===== src/rtl/beam_trigger_scaler.sv =====
// Per-beam trigger rate scaler: counts qualified rising trigger edges over a fixed
// gate window on request, then latches the per-beam counts and pulses a done flag.
module beam_trigger_scaler #(
    parameter int NBEAMS         = 2,
    parameter int CNT_WIDTH      = 32,
    parameter int GATE_CYCLES    = 375000,
    parameter int HOLDOFF_CYCLES = 4
) (
    input  logic                        aclk,
    input  logic                        aresetn,
    input  logic [NBEAMS-1:0]           trigger_i,
    input  logic                        count_req_i,
    output logic                        busy_o,
    output logic [NBEAMS*CNT_WIDTH-1:0] count_o,
    output logic                        count_done_o
);

    localparam int GATE_W = $clog2(GATE_CYCLES + 1);
    localparam int HOLD_W = (HOLDOFF_CYCLES > 0) ? $clog2(HOLDOFF_CYCLES + 1) : 1;

    localparam logic [GATE_W-1:0]    GATE_LOAD = GATE_W'(GATE_CYCLES);
    localparam logic [HOLD_W-1:0]    HOLD_LOAD = HOLD_W'(HOLDOFF_CYCLES);
    localparam logic [CNT_WIDTH-1:0] CNT_MAX   = '1;

    typedef enum logic [1:0] {
        ST_IDLE,
        ST_COUNTING,
        ST_LATCH
    } state_t;

    state_t                      state_q, state_d;
    logic [GATE_W-1:0]           gate_q, gate_d;
    logic [NBEAMS-1:0]           trigger_q, trigger_d;
    logic [HOLD_W-1:0]           hold_q [NBEAMS];
    logic [HOLD_W-1:0]           hold_d [NBEAMS];
    logic [CNT_WIDTH-1:0]        work_q [NBEAMS];
    logic [CNT_WIDTH-1:0]        work_d [NBEAMS];
    logic [NBEAMS*CNT_WIDTH-1:0] count_q, count_d;
    logic                        done_q, done_d;

    logic [NBEAMS-1:0]           edge_det;
    logic [NBEAMS-1:0]           qualified;

    // Edge detection and holdoff run in every state, so the holdoff can span gate boundaries.
    always_comb begin
        trigger_d = trigger_i;
        edge_det  = '0;
        qualified = '0;
        for (int b = 0; b < NBEAMS; b++) begin
            edge_det[b]  = trigger_i[b] & ~trigger_q[b];
            qualified[b] = edge_det[b] && (hold_q[b] == '0);
            hold_d[b]    = hold_q[b];
            if (qualified[b]) begin
                hold_d[b] = HOLD_LOAD;
            end else if (hold_q[b] != '0) begin
                hold_d[b] = hold_q[b] - HOLD_W'(1);
            end
        end
    end

    always_comb begin
        state_d = state_q;
        gate_d  = gate_q;
        count_d = count_q;
        done_d  = 1'b0;
        for (int b = 0; b < NBEAMS; b++) begin
            work_d[b] = work_q[b];
        end

        case (state_q)
            ST_IDLE: begin
                gate_d = GATE_LOAD;
                for (int b = 0; b < NBEAMS; b++) begin
                    work_d[b] = '0;
                end
                if (count_req_i) begin
                    state_d = ST_COUNTING;
                end
            end

            ST_COUNTING: begin
                // Saturating counters: a stuck-toggling trigger must not wrap to a small rate.
                for (int b = 0; b < NBEAMS; b++) begin
                    if (qualified[b] && (work_q[b] != CNT_MAX)) begin
                        work_d[b] = work_q[b] + CNT_WIDTH'(1);
                    end
                end
                gate_d = gate_q - GATE_W'(1);
                if (gate_q == GATE_W'(1)) begin
                    state_d = ST_LATCH;
                end
            end

            ST_LATCH: begin
                for (int b = 0; b < NBEAMS; b++) begin
                    count_d[b*CNT_WIDTH +: CNT_WIDTH] = work_q[b];
                end
                done_d  = 1'b1;
                state_d = ST_IDLE;
            end

            default: begin
                state_d = ST_IDLE;
            end
        endcase
    end

    always_ff @(posedge aclk) begin
        if (!aresetn) begin
            state_q   <= ST_IDLE;
            gate_q    <= '0;
            trigger_q <= '0;
            count_q   <= '0;
            done_q    <= 1'b0;
            for (int b = 0; b < NBEAMS; b++) begin
                hold_q[b] <= '0;
                work_q[b] <= '0;
            end
        end else begin
            state_q   <= state_d;
            gate_q    <= gate_d;
            trigger_q <= trigger_d;
            count_q   <= count_d;
            done_q    <= done_d;
            for (int b = 0; b < NBEAMS; b++) begin
                hold_q[b] <= hold_d[b];
                work_q[b] <= work_d[b];
            end
        end
    end

    assign busy_o       = (state_q != ST_IDLE);
    assign count_o      = count_q;
    assign count_done_o = done_q;

endmodule


===== config.mk =====
export PLATFORM = sky130hd
export DESIGN_NAME = beam_trigger_scaler
export DESIGN_NICKNAME = d
export VERILOG_FILES = /design/src/rtl/beam_trigger_scaler.sv
export SDC_FILE = /design/constraint.sdc
export NUM_CORES = 1
export LEC_CHECK = 0
export CORE_MARGIN = 4
export CORE_UTILIZATION = 50
export CTS_BUF_LIST = sky130_fd_sc_hd__clkbuf_2
export DETAILED_ROUTE_END_ITERATION = 12
export GPL_TIMING_DRIVEN = 1
export HOLD_SLACK_MARGIN = 0.05
export PLACE_DENSITY = 0.71
export RECOVER_POWER = 25
export SLEW_MARGIN = 15
export SYNTH_ARGS = -nofsm -noshare
export SYNTH_HDL_FRONTEND = slang
export SYNTH_SLANG_ARGS = --single-unit

===== constraint.sdc =====
create_clock -name aclk -period 3 [get_ports aclk]
set_input_delay 0.9 -clock aclk [delete_from_list [all_inputs] [get_ports aclk]]
set_output_delay 0.9 -clock aclk [all_outputs]
set_load 0.01 [all_outputs]

Yosys cells after proc, flatten, opt, wreduce, memory -nomap -nowiden. Memory sizes are Yosys's and may differ from the RTL's. Cells that the tools add are included. Widths: inputs -> output; s select.

Add/sub/neg operators: 5. Equality and inequality tests: 7. Mux-type cells: 18. Bitwise gates (word level): 8. Reductions and logical operators: 12.

Operators with widths (number): $mux 32 (4); $pmux 64 s2 (1); $add 32x1->32 const B (2); $ne 32x32->1 const B (2); $pmux 19 s2 (1); $eq 19x1->1 const B (1); $sub 19x1->19 const B (1); $mux 3 (6); $logic_not 3->1 (2); $reduce_bool 3->1 (2); $sub 3x1->3 const B (2); $logic_and 1x1->1 (4); $mux 2 (2); $ne 2x2->1 const B (2); $or 1x1->1 (4); $pmux 2 s2 (1); $reduce_bool 2->1 (2); $mux 1 (3); $and 1x1->1 (2); $eq 2x1->1 const B (1); $eq 2x2->1 const B (1); $logic_not 2->1 (1); $not 1->1 (2); $reduce_and 2->1 (1).

Register bits: 88. Bits in writable memories: 70. Output and inout port bits: 66. Logic and storage cells: 57. Memories kept: 2.

Memories: work_q (words 2, width 32, read ports 2, clocked after Yosys merged registers in 0, wr ports 2, line 36) `logic [CNT_WIDTH-1:0] work_q [NBEAMS];`; hold_q (words 2, width 3, read ports 2, clocked after Yosys merged registers in 0, wr ports 2, line 34) `logic [HOLD_W-1:0] hold_q [NBEAMS];`.

Longest topological paths before layout.
Depth after elaboration: 7. Mapped depth: 9. Depth with buffers taken out: 7.

Worst setup path before layout. No wires, ideal clock.

Kind: in2reg. Start: input trigger_i[1]. End: memory work_q[1][21] (netlist: work_q[0][53]). Arrival time: 2.284 ns. Setup slack: 0.657 ns. Cell stages on the path: 6. Buffers on the path: 1. Path through: nand4bb_1 -> a2111oi_4 -> nand3_2 -> buf_6 -> or4_1 -> nand2_1.

RTL lines: start, declared (line 11) `input logic [NBEAMS-1:0] trigger_i,`; end, declared (line 36).

Worst setup path in the final report.
Start: register state_q[0]. End: output busy_o.

Longest elaborated chain between the ends: 1.

Ends and longest elaborated chain: start, declared (line 31) `state_t state_q, state_d;`; start signal, assigned (line 120) `state_q <= state_d;`; $reduce_bool 2->1 (line 132) `assign busy_o = (state_q != ST_IDLE);`; end, declared (line 13) `output logic busy_o,`.

No other way between the ends.

==> results.sh <==
export IMPL_async_flop_share_pct=0
export IMPL_tritoncts="done"
export IMPL_gr_max_usage_layer="met2"
export IMPL_post_drt_via_cell_ratio=5.83
export IMPL_rsz0062_at_grt="no"
export IMPL_post_drt_wl_per_cell_um=15.3
export IMPL_grt_pass1_wl_mm=29.0
export IMPL_critPathRequiredTime_ps=2100
export IMPL_critPathCaptureType="output pin"
export IMPL_synth_nets=864
export IMPL_worstPathMaxFanout=10
export IMPL_p_int_mw=2.97
export IMPL_timing_final_ws_setup_ps=222
export IMPL_synth_seq_cells=158
export IMPL_power_mw=4.05
export IMPL_initial_core_util_pct=50.9
export IMPL_synth_area_per_cell_um2=8.30
export IMPL_utilization_pct=59.6
export IMPL_period_share_pct=92.6
export IMPL_irDropWorstVdd_v=0.000573
export IMPL_cp_data_arrival_time_ps=1880
export IMPL_first_iter_violations=484
export IMPL_use_met2_pct=36.6
export IMPL_ctsRootBufferMaster="clkbuf_2"
export IMPL_ys_flop_type="dfxtp_1"
export IMPL_synth_edff_count=0
export IMPL_firstDrtPassIters=6
export IMPL_grt_max_degree=76
export IMPL_p_sw_mw=1.08
export IMPL_ys_warn_count=0
export IMPL_tightest_slew_ps=1390
export IMPL_netlist_area_um2=7060
export IMPL_path_clk_slew_ps=210
export IMPL_drv_slew=0
export IMPL_seqPwrFrac_pct=54.6
export IMPL_io_pins=71
export IMPL_vias=6505
export IMPL_setup_viol=0
export IMPL_ant_nets=0
export IMPL_fp_dieH_um=127
export IMPL_yosysUniqueCellTypes=69
export IMPL_combinationalPowerShare_pct=10.9
export IMPL_io_buffers=70
export IMPL_area_delta_synth_final_pct=17.3
export IMPL_placementRows=43
export IMPL_tritoncts_num_sinks=158
export IMPL_die_x_um=127
export IMPL_gp_congestion=0.859
export IMPL_switching_share_pct=26.6
export IMPL_fin_cells=1116
export IMPL_grt_pass1_vias=6272
export IMPL_place_inst=1081
export IMPL_clockPowerShare_pct=34.5
export IMPL_max_cap_violations=0
export IMPL_cts_buffers_inserted=17
export IMPL_hold_path_class="reg -> reg"
export IMPL_grt_use_met3_pct=5.56
export IMPL_design_die_area_um2=16100
export IMPL_clk_latency_ps=760
export IMPL_outcome="complete, no violations"
export IMPL_core_area_um2=13900
export IMPL_antenna_found_initial=1
export IMPL_routed_wirelength_mm=17.1
export IMPL_nets=934
export IMPL_syn_inst=851
export IMPL_ys_seq_area_share_pct=44.8
export IMPL_hpwl_mm=12.0
export IMPL_fmax_mhz=360
export IMPL_hold_violations=0
export IMPL_clk_path_buf_depth=2
export IMPL_finalSetupTns_ps=0
export IMPL_drc=0
export IMPL_cts_hold_buf=0
export IMPL_cts_htree_levels=4
export IMPL_min_period_ps=2780
export IMPL_grt_overflow=0
export IMPL_startpoint_type="flip-flop"
export IMPL_clock_skew_ps=32.4
export IMPL_track_usage_pct=21.7
export IMPL_power_density_nw_per_um2=489
export IMPL_maxSlewHeadroom_pct=7.44
export IMPL_grt_use_met1_pct=26.4
export IMPL_path_class="reg -> out"
export IMPL_drive_above_1_share_pct=7.92
export IMPL_leakage_nw=2.60
export IMPL_post_place_ws_ps=-33.3
-- routing by layer --
| metal | vias to the layer above | share of wire [%] |
|---|---|---|
| li1 | 3213 | - |
| met1 | 3104 | 45 |
| met2 | 151 | 49 |
| met3 | 37 | 4.3 |
| met4 | 0 | 2.4 |
| met5 | - | 0 |
-- kinds of logic after synthesis --
family | count (synthesis) | synth area share [%]
AND/OR/NAND/NOR | 396 | 28.9
AO/OA/AOI/OAI | 203 | 17.7
adder cells (fa/ha/maj) | 8 | 1.42
multiplexers | 6 | 0.869
buffers and inverters | 57 | 3.47
XOR/XNOR | 23 | 2.85
flip-flops | 158 | 44.8
-- critical path, cell delays in order (launching register included) --
cell and delay (ps):
dfxtp_4 440, nor2_4 120, clkinv_1 90, clkdlybuf4s50_1 480
-- worst paths after layout --
path,start,to,slack (ps),cells after the start
setup / recovery,state_q[0],busy_o,220,3
hold / removal,count_o[17],count_o[17],470,2
setup reg to reg,work_q[0][1],work_q[0][4],530,6
hold reg to reg,count_o[17],count_o[17],470,2
-- sequential cells by signal, summed over array words and instances (netlist names) --
name,count
work_q,64
count_o,64
trigger_q,2
count_done_o,1
gate_q,19
state_q,2
hold_q,6
-- Yosys cell counts (all sizes together) (3+ instances only) --
master	n	area (um^2)
a2111oi	4	53.8
a211oi	9	67.6
a21oi	115	583
and2	9	56.3
and3	6	37.5
and4	4	35.0
buf	8	60.1
clkbuf	32	121
dfxtp	158	3160
ha	8	100
inv	16	60.1
mux2i	5	50.1
nand2	176	668
nand2b	4	25.0
nand3	22	115
nand4	25	184
nand4b	3	26.3
nor2	53	206
nor2b	11	76.3
nor3	12	65.1
nor4	12	111
o211ai	15	113
o21ai	25	125
o311ai	4	35.0
o31ai	11	96.3
o41ai	8	70.1
or2	3	18.8
or3	26	168
or4	19	143
xnor2	17	149
xor2	6	52.6
-- repair_timing --
item	4_1_cts	5_1_grt
setup endpoints to repair	1	1
gates resized for setup	1	1
buffers inserted	1	0
gates cloned	0	0
pin swaps	1	0
-- layout by cell type, fill, tap and decap left out, types with 3 or more instances in the layout --
cell type          n
nand2_1          175
dfxtp_1          157
a21oi_1          113
clkdlybuf4s50_1   69
nor2_1            51
or3_1             25
o21ai_0           23
nand4_1           22
nand3_1           21
or4_1             19
clkbuf_2          18
xnor2_1           17
inv_1             16
buf_4             16
o211ai_1          15
nor3_1            11
nor2b_1           10
o31ai_1           10
and2_1             9
nor4_1             9
a211oi_1           9
o41ai_1            8
ha_1               8
xor2_1             6
and3_1             6
mux2i_1            5
bufinv_16          5
and4_1             4
o311ai_0           4
clkinvlp_4         4
nand2b_1           3
nand4b_1           3
a2111oi_0          3
clkbuf_1           3
-- power by group through the flow --
stage	sequential (mW)	clock (mW)	combinational, mW
finish	2.21	1.40	0.440
global route	2.22	1.53	0.496
CTS	2.21	1.44	0.440
detailed placement	2.25	0	0.436
global placement	2.25	0	0.412
floorplan	2.24	0	0.339
-- stage by stage --
step           area (um^2)  hold WS, ps
2_1_floorplan         7060          450
3_3_place_gp          7990          441
3_5_place_dp          7990          445
4_1_cts               8300          469
5_1_grt               8280          483
6_report              8280          467
-- area by class of cell --
class | instances | area, um^2
clock buffers | 18 | 90.1
diodes | 2 | 5.00
well taps | 180 | 225
multi-input cells | 636 | 3660
fillers | 1252 | 5600
inverters | 17 | 63.8
flip-flops and latches | 158 | 3170
clock inverters | 14 | 215
repair buffers | 91 | 857
No activity file was read; power rests on OpenSTA's default activity.
